## src/rtl/proc_sequencer.sv

```systemverilog
// -----------------------------------------------------------------------------
// proc_sequencer
//
// Multi-cycle control unit for the 64-word semi-processor datapath.
// Fetches 9-bit instructions from a synchronous instruction memory, decodes
// them and drives one-cycle control strobes into the accumulator/ALU/LED
// datapath. Only PC, IR and FSM state live here; all data state lives in the
// datapath.
//
// Instruction format: opcode [8:6], arg [5:0].
// Each instruction takes three cycles: FETCH, DECODE, EXEC.
//
// Optional feature macro: PROC_SEQ_STEP_EN
//   defined   : a rising edge on i_step in IDLE (with i_run low) executes
//               exactly one instruction and then returns to IDLE.
//   undefined : i_step is ignored and IDLE is left only on i_run.
//
// Ports:
//   i_clk        system clock, rising edge
//   i_rst        synchronous active-high reset
//   i_run        free-run enable (level), sampled in IDLE and at end of EXEC
//   i_step       single-step request, rising edge detected internally
//   i_imem_rdata instruction memory read data (valid 1 cycle after address)
//   i_zero       accumulator==0 flag, sampled on the edge ending EXEC
//   o_imem_addr  current PC
//   o_operand    IR arg field (immediate / branch target)
//   o_alu_op     00 pass, 01 add, 10 sub; valid during EXEC
//   o_acc_sel    0 ALU result, 1 switch input
//   o_acc_we     accumulator write strobe (EXEC only)
//   o_led_we     LED register write strobe (EXEC only)
//   o_busy       high in FETCH/DECODE/EXEC
//   o_halted     high in HALT (sticky until reset)
// -----------------------------------------------------------------------------
module proc_sequencer #(
  parameter int AW = 6,
  parameter int IW = 9
) (
  input  logic          i_clk,
  input  logic          i_rst,
  input  logic          i_run,
  input  logic          i_step,
  input  logic [IW-1:0] i_imem_rdata,
  input  logic          i_zero,
  output logic [AW-1:0] o_imem_addr,
  output logic [5:0]    o_operand,
  output logic [1:0]    o_alu_op,
  output logic          o_acc_sel,
  output logic          o_acc_we,
  output logic          o_led_we,
  output logic          o_busy,
  output logic          o_halted
);

  localparam logic [2:0] OP_LDSW = 3'd1;
  localparam logic [2:0] OP_ADDI = 3'd2;
  localparam logic [2:0] OP_SUBI = 3'd3;
  localparam logic [2:0] OP_OUT  = 3'd4;
  localparam logic [2:0] OP_JMP  = 3'd5;
  localparam logic [2:0] OP_JZ   = 3'd6;
  localparam logic [2:0] OP_HALT = 3'd7;

  typedef enum logic [2:0] {
    S_IDLE   = 3'd0,
    S_FETCH  = 3'd1,
    S_DECODE = 3'd2,
    S_EXEC   = 3'd3,
    S_HALT   = 3'd4
  } state_t;

  state_t        r_state;
  logic [AW-1:0] r_pc;
  logic [IW-1:0] r_ir;
  logic [1:0]    r_alu_op;
  logic          r_acc_sel;
  logic          r_acc_we;
  logic          r_led_we;
  logic          r_busy;
  logic          r_halted;
  logic          r_step_txn;   // current instruction was started by a step edge

  logic [2:0]    w_dec_op;
  logic [2:0]    w_ir_op;
  logic [AW-1:0] w_arg;
  logic [AW-1:0] w_pc_inc;
  logic [AW-1:0] w_next_pc;
  logic          w_step_start;
  logic [1:0]    w_alu_op;
  logic          w_acc_sel;
  logic          w_acc_we;
  logic          w_led_we;

  assign w_dec_op = i_imem_rdata[8:6];
  assign w_ir_op  = r_ir[8:6];
  assign w_arg    = r_ir[AW-1:0];
  // Natural wrap of the AW-bit adder gives 63 -> 0 with no flag.
  assign w_pc_inc = r_pc + {{(AW-1){1'b0}}, 1'b1};

`ifdef PROC_SEQ_STEP_EN
  logic r_step_prev;

  // One-flop history of i_step for rising-edge detection.
  always_ff @(posedge i_clk) begin
    if (i_rst) begin
      r_step_prev <= 1'b0;
    end else begin
      r_step_prev <= i_step;
    end
  end

  assign w_step_start = i_step & ~r_step_prev;
`else
  logic w_unused_step;
  assign w_unused_step = i_step;
  assign w_step_start  = 1'b0;
`endif

  // Decode the instruction arriving from memory into next-EXEC strobes.
  always_comb begin
    w_alu_op  = 2'b00;
    w_acc_sel = 1'b0;
    w_acc_we  = 1'b0;
    w_led_we  = 1'b0;
    case (w_dec_op)
      OP_LDSW: begin
        w_acc_we  = 1'b1;
        w_acc_sel = 1'b1;
      end
      OP_ADDI: begin
        w_acc_we = 1'b1;
        w_alu_op = 2'b01;
      end
      OP_SUBI: begin
        w_acc_we = 1'b1;
        w_alu_op = 2'b10;
      end
      OP_OUT: begin
        w_led_we = 1'b1;
      end
      default: begin
        w_alu_op  = 2'b00;
        w_acc_sel = 1'b0;
        w_acc_we  = 1'b0;
        w_led_we  = 1'b0;
      end
    endcase
  end

  // PC value taken at the end of EXEC (JZ uses i_zero from that same edge).
  always_comb begin
    w_next_pc = w_pc_inc;
    if (w_ir_op == OP_JMP) begin
      w_next_pc = w_arg;
    end else if ((w_ir_op == OP_JZ) && i_zero) begin
      w_next_pc = w_arg;
    end else begin
      w_next_pc = w_pc_inc;
    end
  end

  // Sequencer FSM with registered strobes and status outputs.
  always_ff @(posedge i_clk) begin
    if (i_rst) begin
      r_state    <= S_IDLE;
      r_pc       <= {AW{1'b0}};
      r_ir       <= {IW{1'b0}};
      r_alu_op   <= 2'b00;
      r_acc_sel  <= 1'b0;
      r_acc_we   <= 1'b0;
      r_led_we   <= 1'b0;
      r_busy     <= 1'b0;
      r_halted   <= 1'b0;
      r_step_txn <= 1'b0;
    end else begin
      case (r_state)
        S_IDLE: begin
          if (i_run || w_step_start) begin
            r_state    <= S_FETCH;
            r_busy     <= 1'b1;
            // run wins when both are present; only a pure step is one-shot
            r_step_txn <= ~i_run;
          end
        end
        S_FETCH: begin
          r_state <= S_DECODE;
        end
        S_DECODE: begin
          r_state   <= S_EXEC;
          r_ir      <= i_imem_rdata;
          r_alu_op  <= w_alu_op;
          r_acc_sel <= w_acc_sel;
          r_acc_we  <= w_acc_we;
          r_led_we  <= w_led_we;
        end
        S_EXEC: begin
          r_pc      <= w_next_pc;
          r_alu_op  <= 2'b00;
          r_acc_sel <= 1'b0;
          r_acc_we  <= 1'b0;
          r_led_we  <= 1'b0;
          if (w_ir_op == OP_HALT) begin
            r_state  <= S_HALT;
            r_busy   <= 1'b0;
            r_halted <= 1'b1;
          end else if (i_run && !r_step_txn) begin
            r_state <= S_FETCH;
          end else begin
            r_state    <= S_IDLE;
            r_busy     <= 1'b0;
            r_step_txn <= 1'b0;
          end
        end
        S_HALT: begin
          r_state <= S_HALT;
        end
        default: begin
          r_state <= S_IDLE;
          r_busy  <= 1'b0;
        end
      endcase
    end
  end

  assign o_imem_addr = r_pc;
  assign o_operand   = r_ir[5:0];
  assign o_alu_op    = r_alu_op;
  assign o_acc_sel   = r_acc_sel;
  assign o_acc_we    = r_acc_we;
  assign o_led_we    = r_led_we;
  assign o_busy      = r_busy;
  assign o_halted    = r_halted;

endmodule

```

## config.mk

```make
export PLATFORM = sky130hd
export DESIGN_NAME = proc_sequencer
export DESIGN_NICKNAME = d
export VERILOG_FILES = /design/src/rtl/proc_sequencer.sv
export SDC_FILE = /design/constraint.sdc
export NUM_CORES = 1
export LEC_CHECK = 0
export CORE_UTILIZATION = 54
export DETAILED_ROUTE_END_ITERATION = 6
export DONT_BUFFER_PORTS = 1
export GPL_ROUTABILITY_DRIVEN = 1
export PLACE_DENSITY = 0.81
export SYNTH_ARGS = -nofsm -noshare
export SYNTH_HDL_FRONTEND = slang
export SYNTH_SLANG_ARGS = --single-unit
```

## constraint.sdc

```tcl
create_clock -name i_clk -period 1.2 [get_ports i_clk]
set_input_delay 0.24 -clock i_clk [delete_from_list [all_inputs] [get_ports i_clk]]
set_output_delay 0.24 -clock i_clk [all_outputs]
set_load 0.01 [all_outputs]
```

==> results of run 1 <==
## synthesized netlist by cell type, types with 4 or more instances
cell type and number:
a21oi_1 16, a32oi_1 4, buf_2 4, buf_4 6, dfxtp_1 26, inv_1 7
mux2i_1 4, nand2_1 15, nand3_1 4, nor2_1 15, nor3_1 4, o21ai_0 12
## metal layers
| layer | wire length, um | vias to the layer above | GRT usage |
|---|---|---|---|
| li1 | - | 549 | - |
| met1 | 1290 | 523 | 0.302 |
| met2 | 1330 | 40 | 0.406 |
| met3 | 126 | 0 | 0.0498 |
| met4 | 0 | 0 | 0.0857 |
| met5 | 0 | - | 0 |
## state kept, by name (all words and copies together) (netlist names)
name	count
r_ir	9
o_imem_addr	6
r_state	3
o_alu_op	2
o_acc_sel	1
o_acc_we	1
o_busy	1
o_halted	1
o_led_we	1
r_step_txn	1
## cell type report
class,count,area share
Sequential cell,26,0.366
Tap cell,27,0.0235
Clock buffer,3,0.0157
Timing Repair Buffer,23,0.122
Inverter,7,0.0183
Multi-Input combinational cell,102,0.455
## worst paths after layout
| kind | start | to | slack [ns] | depth (start not counted) |
|---|---|---|---|---|
| max | r_ir[6] | o_imem_addr[2] | -0.1 | 4 |
| min | i_rst | o_imem_addr[3] | 0.03 | 1 |
| max reg2reg | r_ir[6] | o_imem_addr[2] | -0.1 | 4 |
| min reg2reg | r_step_txn | r_step_txn | 0.48 | 1 |
## per-stage QoR
| step | cells | hold WS (ns) | utilization |
|---|---|---|---|
| finish | 188 | 0.0313 | 0.703 |
| global route | 188 | 0.00492 | 0.703 |
| CTS | 186 | -0.0348 | 0.671 |
| floorplan | 148 | 0.369 | - |
| global placement | 182 | 0.307 | 0.650 |
| detailed placement | 182 | 0.310 | 0.650 |
## worst reg2reg max path, stage by stage (launching register included)
cell	delay (ns)
dfxtp_2	0.36
and3b_2	0.25
o21ai_4	0.21
mux2i_1	0.27
o32ai_2	0.11
## power by group through the flow
stage / Clock [W] / Sequential, W / Combinational (W)
after global routing: 0.000398 / 0.000979 / 0.000330
final: 0.000357 / 0.000972 / 0.000295
after global placement: 0 / 0.000981 / 0.000231
after floorplan: 0 / 0.000962 / 0.000198
after detailed placement: 0 / 0.000984 / 0.000242
after CTS: 0.000373 / 0.000967 / 0.000251
## cells by family after synthesis
logic type               share of synthesized area
XOR/XNOR                                   0.00723
adder cells (fa/ha/maj)                     0.0103
flip-flops                                   0.429
AO/OA/AOI/OAI                                0.240
AND/OR/NAND/NOR                              0.192
buffers and inverters                       0.0877
multiplexers                                0.0330
## timing repair
item	CTS	global route
pin swaps	4	6
gates cloned	1	0
setup endpoints to repair	11	22
endpoints found under the hold margin	23	23
setup buffers	0	2
gates resized for setup	6	12
==> impl_table.tex, run 1 <==
\begin{tabular}{lr}
\hline
Metric & Value \\
\hline
\multicolumn{2}{l}{\textbf{Synthesis}} \\
Cell count after synthesis & 148 \\
Top cells by area, synth & dfxtp\_1, a21oi\_1, o21ai\_0 \\
Share of flip-flops with an asynchronous set or reset after synthesis & 0 \\
Count of state elements after synthesis & 26 \\
Post-synthesis net count & 163 \\
Post-synth EDFFs & 0 \\
Cell taking the most area after synthesis & dfxtp\_1 \\
Average footprint of a synthesized cell & 8.19 um\^{}2 \\
Synth Cell Area & 1210 um\^{}2 \\
Sequential share of the synthesized area & 0.429 \\
Synth top area share & 0.429 \\
Most frequently used flop master after synthesis & dfxtp\_1 \\
Netlist cell types & 35 \\
Warnings, synthesis & 0 \\
\multicolumn{2}{l}{\textbf{Cells and area}} \\
Diode count & 0 \\
Area occupied by multi-input gates & 653 um\^{}2 \\
Filler cells & 170 \\
Final net count & 178 \\
FF/Latch Area & 526 um\^{}2 \\
Share of layout cells above drive strength 1 & 0.273 \\
Most frequent cells in the layout & dfxtp\_1, buf\_4, a21oi\_1 \\
Signed area change from the synthesized netlist to the final layout & 18.5\% \\
Final std cell area, no fill & 1440 um\^{}2 \\
\multicolumn{2}{l}{\textbf{Floorplanning}} \\
Chip Height & 49.4 um \\
Standard cell core area & 2040 um\^{}2 \\
Chip width & 49.4 um \\
Die Outline Area & 2440 um\^{}2 \\
Initial standard-cell utilization of the core & 0.594 \\
Top-Level Pins & 33 \\
Std cell rows & 16 \\
\multicolumn{2}{l}{\textbf{Drt}} \\
Number of vias per cell & 5.91 \\
Violation count after the first detailed-route iteration & 40 \\
Routed Wire Length & 2.74 mm \\
First drt pass iteration count & 4 \\
Detailed-route via count & 1112 \\
DRC violations left & 0 \\
Number of nets with antenna violations after routing & 0 \\
Detail-routed net length per standard cell & 14.6 um \\
\multicolumn{2}{l}{\textbf{Clock tree}} \\
Clock tree from TritonCTS & built \\
Number of sinks handled by clock tree synthesis & 26 \\
TritonCTS buffer count & 3 \\
Clock latency at the later pin of the worst-skew pair & 0.31 ns \\
Number of levels in the clock H-tree & 1 \\
Worst-case clock buffer depth & 2 \\
Clk slew on worst S/H paths & 0.13 ns \\
CTS Root Buffer Type & clkbuf\_4 \\
\multicolumn{2}{l}{\textbf{Power}} \\
Power per cell area & 1130 nW/um\^{}2 \\
Leakage & 0.539 nW \\
Flop pwr share & 0.599 \\
Clock share of power & 0.220 \\
Switching share of power & 0.284 \\
Relative contribution of combinational cells to total power & 0.182 \\
Internal power & 0.00116 W \\
Net switching power & 0.000461 W \\
Total chip power & 0.00162 W \\
Max VDD drop & 0.727 mV \\
\multicolumn{2}{l}{\textbf{STA}} \\
Final critical-path setup slack & -0.0992 ns \\
Clock skew after layout & 0.00236 ns \\
Remaining max-slew budget at the tightest pin & 0.428 \\
Highest clock rate & 770 MHz \\
Share of the clock period used by the worst path & 1.08 \\
Final critical path time including I/O delays and setup & 1.30 ns \\
Total negative slack & -1.55 ns \\
Number of failing setup endpoints in the final timing report & 26 \\
Setup repair after global routing missed its margin & true \\
Slew at the pin closest to its max-slew limit & 0.855 ns \\
Final count of pins violating max slew & 0 \\
Count of final hold-check violations & 0 \\
\multicolumn{2}{l}{\textbf{Global route}} \\
Antenna violations before repair & 0 \\
Grt ovf & 0 \\
Pin count of the biggest net entering global routing & 28 \\
GRT Total Usage & 0.241 \\
Vias in the first global route & 1072 \\
Wire length of the first global-routing pass & 4.58 mm \\
\multicolumn{2}{l}{\textbf{Critical path}} \\
Crit Path Category & flop to flop \\
Critical path, cell by cell & and3b\_2, o21ai\_4, mux2i\_1, o32ai\_2 \\
Count of buffering cells on the critical path with inverters included & 0 \\
Largest delay contributor family on the critical path & flip-flops \\
Worst-path maximum fanout & 5 \\
Crit start category & flop \\
Crit path largest cell delay & 0.36 ns \\
Data required time of the worst path & 1.40 ns \\
Critical-path cell with the highest stage delay & dfxtp\_2 \\
Data arrival time of the critical path & 1.50 ns \\
CP Capture Type & flop \\
\multicolumn{2}{l}{\textbf{Placement}} \\
DP Area & 1330 um\^{}2 \\
Post-placement setup slack & -0.100 ns \\
Post-DP HPWL & 1.89 mm \\
GPL Wtd Cong & 0.799 \\
Count of input and output buffers & 0 \\
\multicolumn{2}{l}{\textbf{Flow run}} \\
Max-capacitance violation count & 0 \\
\multicolumn{2}{l}{\textbf{Worst hold path}} \\
Min-Delay Path Class & primary input to flop \\
\multicolumn{2}{l}{\textbf{Outcome}} \\
Failing checks & negative setup slack \\
Run status & complete, but fails checks \\
\hline
\end{tabular}
Power figures use the tool's default switching activity.
==> run 2: changes to the inputs <==
--- a/config.mk
+++ b/config.mk
@@ -9,7 +9,9 @@
 export DETAILED_ROUTE_END_ITERATION = 6
 export DONT_BUFFER_PORTS = 1
 export GPL_ROUTABILITY_DRIVEN = 1
+export MAX_ROUTING_LAYER = met4
 export PLACE_DENSITY = 0.81
+export SETUP_SLACK_MARGIN = 0.5
 export SYNTH_ARGS = -nofsm -noshare
 export SYNTH_HDL_FRONTEND = slang
 export SYNTH_SLANG_ARGS = --single-unit
==> run 2 against run 1 <==
  * The run ends with negative hold slack, negative setup slack left
  * Routed wire length is 31% higher
  * First-iteration DRC count is 45% lower
  * Combinational power is 39% higher
  * Design area is 19% higher
==> impl_table.tex, run 2 (same netlist as run 1, synthesis figures left out) <==
\begin{tabular}{lr}
\hline
Metric & Value \\
\hline
\multicolumn{2}{l}{\textbf{Outcome}} \\
Run status & complete, but fails checks \\
Failing checks & negative hold slack, negative setup slack \\
\multicolumn{2}{l}{\textbf{Cells and area}} \\
Most frequent cells in the layout & dfxtp\_2, nor2\_1, nand2\_1, a21oi\_2, buf\_6 \\
Filler cells & 117 (-31\%) \\
Util after Layout & 0.840 (+0.137) \\
Share of layout cells above drive strength 1 & 0.581 (+0.308) \\
Final net count & 176 (-1.1\%) \\
Diode count & 0 (unchanged) \\
Signed area change from the synthesized netlist to the final layout & 41.5\% \\
Commonest non-fill, non-tap cell in the layout & dfxtp\_2 \\
Register with the most flip-flops & r\_ir \\
Number of standard cells in the final layout excluding fillers & 187 (-0.53\%) \\
Number of flip-flops in the largest register & 9 (unchanged) \\
\multicolumn{2}{l}{\textbf{Placement}} \\
Post-DP HPWL & 1.86 mm (-1.7\%) \\
Count of input and output buffers & 0 (unchanged) \\
GPL Wtd Cong & 0.807 (+0.98\%) \\
Cell count after placement & 176 (-3.3\%) \\
\multicolumn{2}{l}{\textbf{Drt}} \\
Number of nets with antenna violations after routing & 0 (unchanged) \\
Violation count after the first detailed-route iteration & 22 (-45\%) \\
Routed Wire Length & 3.59 mm (+31\%) \\
Detail-routed net length per standard cell & 19.2 um (+31\%) \\
DRC violations left & 0 (unchanged) \\
Detailed-route via count & 1198 (+7.7\%) \\
First drt pass iteration count & 4 (unchanged) \\
Number of vias per cell & 6.41 (+8.3\%) \\
\multicolumn{2}{l}{\textbf{Floorplanning}} \\
Standard cell core area & 2040 um\^{}2 (unchanged) \\
Chip Height & 49.4 um (unchanged) \\
Die Outline Area & 2440 um\^{}2 (unchanged) \\
Initial standard-cell utilization of the core & 0.594 (unchanged) \\
Std cell rows & 16 (unchanged) \\
Chip width & 49.4 um (unchanged) \\
Top-Level Pins & 33 (unchanged) \\
\multicolumn{2}{l}{\textbf{Critical path}} \\
Worst-path maximum fanout & 8 (+3) \\
CP Capture Type & flop \\
Crit Path Category & flop to flop \\
Data required time of the worst path & 1.41 ns (about the same) \\
Internal reg-to-reg setup slack & -0.12 ns (-0.02 ns) \\
Data arrival time of the critical path & 1.53 ns (+0.03 ns) \\
Crit start category & flop \\
\multicolumn{2}{l}{\textbf{STA}} \\
Remaining max-slew budget at the tightest pin & 0.809 (+0.381) \\
Share of the clock period used by the worst path & 1.10 (+0.0185) \\
Clock skew after layout & 0.00294 ns (+0.000585 ns) \\
Highest clock rate & 757 MHz (-1.7\%) \\
Setup repair after global routing missed its margin & true \\
Total negative slack & -0.575 ns (+0.976 ns) \\
Fin Hold WS & -0.0291 ns (-0.0604 ns) \\
Final count of pins violating max slew & 0 (unchanged) \\
Final critical path time including I/O delays and setup & 1.32 ns (+0.0222 ns) \\
Number of failing setup endpoints in the final timing report & 7 (-73\%) \\
Count of final hold-check violations & 23 (+23) \\
Slew at the pin closest to its max-slew limit & 0.283 ns (-0.572 ns) \\
Final critical-path setup slack & -0.121 ns (-0.0222 ns) \\
\multicolumn{2}{l}{\textbf{Worst hold path}} \\
Min-Delay Path Class & primary input to flop \\
\multicolumn{2}{l}{\textbf{Global route}} \\
Grt ovf & 0 (unchanged) \\
Vias in the first global route & 1111 (+3.6\%) \\
GRT Total Usage & 0.282 (+0.0412) \\
Pin count of the biggest net entering global routing & 28 (unchanged) \\
Antenna violations before repair & 0 (unchanged) \\
Wire length of the first global-routing pass & 5.09 mm (+11\%) \\
\multicolumn{2}{l}{\textbf{Power}} \\
Max VDD drop & 1.24 mV (+70\%) \\
Net switching power & 0.000549 W (+19\%) \\
Internal power & 0.00129 W (+10\%) \\
Leakage & 0.580 nW (+7.7\%) \\
Switching share of power & 0.299 (+0.0156) \\
Clock share of power & 0.236 (+0.016) \\
Flop pwr share & 0.540 (-0.059) \\
Power per cell area & 1070 nW/um\^{}2 (-5.4\%) \\
Relative contribution of combinational cells to total power & 0.224 (+0.042) \\
\multicolumn{2}{l}{\textbf{Clock tree}} \\
TritonCTS buffer count & 3 (unchanged) \\
Worst-case clock buffer depth & 2 (unchanged) \\
CTS Root Buffer Type & clkbuf\_4 \\
Clk slew on worst S/H paths & 0.14 ns (about the same) \\
Number of sinks handled by clock tree synthesis & 26 (unchanged) \\
Clock latency at the later pin of the worst-skew pair & 0.31 ns (about the same) \\
Number of levels in the clock H-tree & 1 (unchanged) \\
Clock tree from TritonCTS & built \\
\multicolumn{2}{l}{\textbf{Flow run}} \\
Max-capacitance violation count & 0 (unchanged) \\
\hline
\end{tabular}
==> run 2: cell types whose count changed in the layout (fill, tap and decap cells not counted), moves of 3 or more <==
cell	previous run	this run
nand2_1	15	10
a21oi_1	16	6
dfxtp_4	0	5
dfxtp_2	4	20
o21ai_2	2	6
buf_6	0	10
buf_4	22	8
nor2_4	2	5
o21ai_4	1	4
o21ai_0	10	1
a21oi_2	0	10
nand2_2	0	5
dfxtp_1	22	1
==> run 2: through the flow <==
step / instance area (um^2) / worst slack, ns / total power (W)
5_1_grt: 1720 / -0.195 / 0.00191
2_1_floorplan: 1290 / -0.0242 / 0.00122
6_report: 1720 / -0.121 / 0.00183
4_1_cts: 1600 / -0.121 / 0.00175
3_5_place_dp: 1320 / -0.137 / 0.00123
3_3_place_gp: 1320 / -0.0480 / 0.00122
==> run 2: per-layer routing <==
| layer | vias up | share of wire | track usage | routed length [um] |
|---|---|---|---|---|
| met1 | 591 | 0.40 | 0.305 | 1430 |
| met3 | 14 | 0.042 | 0.0405 | 151 |
| met2 | 45 | 0.52 | 0.516 | 1870 |
| met4 | 0 | 0.037 | 0.105 | 132 |
| li1 | 548 | - | - | - |
| met5 | - | 0 | - | 0 |
==> run 2: what timing repair did <==
| action | CTS | global route |
|---|---|---|
| endpoints found under the setup margin | 45 | 45 |
| resized for setup | 63 | 26 |
| cloned | 1 | 0 |
| hold endpoints to repair | 23 | 23 |
| pin swaps | 24 | 21 |
| setup buffers | 6 | 0 |
==> run 2: power groups by stage <==
stage	clock (W)	sequential (W)	combinational [W]
2_1_floorplan	0	0.000967	0.000256
3_3_place_gp	0	0.000987	0.000235
3_5_place_dp	0	0.000989	0.000245
4_1_cts	0.000440	0.000982	0.000328
5_1_grt	0.000481	0.000995	0.000435
6_report	0.000433	0.000991	0.000411
==> run 2: cell type report <==
class,instances,area (um^2),area share
tap,27,33.8,0.0197
inverter,7,26.3,0.0153
multi-input combinational,102,827,0.482
sequential,26,564,0.329
clock buffer,4,36.3,0.0212
timing repair buffer,21,228,0.133
==> run 2: critical path, stage by stage (launching register included) <==
cell and delay, ns:
dfxtp_2 0.37, and3b_2 0.24, o21ai_4 0.14, buf_12 0.15, mux2i_4 0.23, a211oi_2 0.09
==> run 2: path summary, 6_finish.rpt <==
check             depth (start not counted)        endpoint        from
hold / removal                            1  o_imem_addr[5]       i_rst
hold reg to reg                           1      r_step_txn  r_step_txn
setup / recovery                          5  o_imem_addr[1]     r_ir[6]
setup reg to reg                          5  o_imem_addr[1]     r_ir[6]
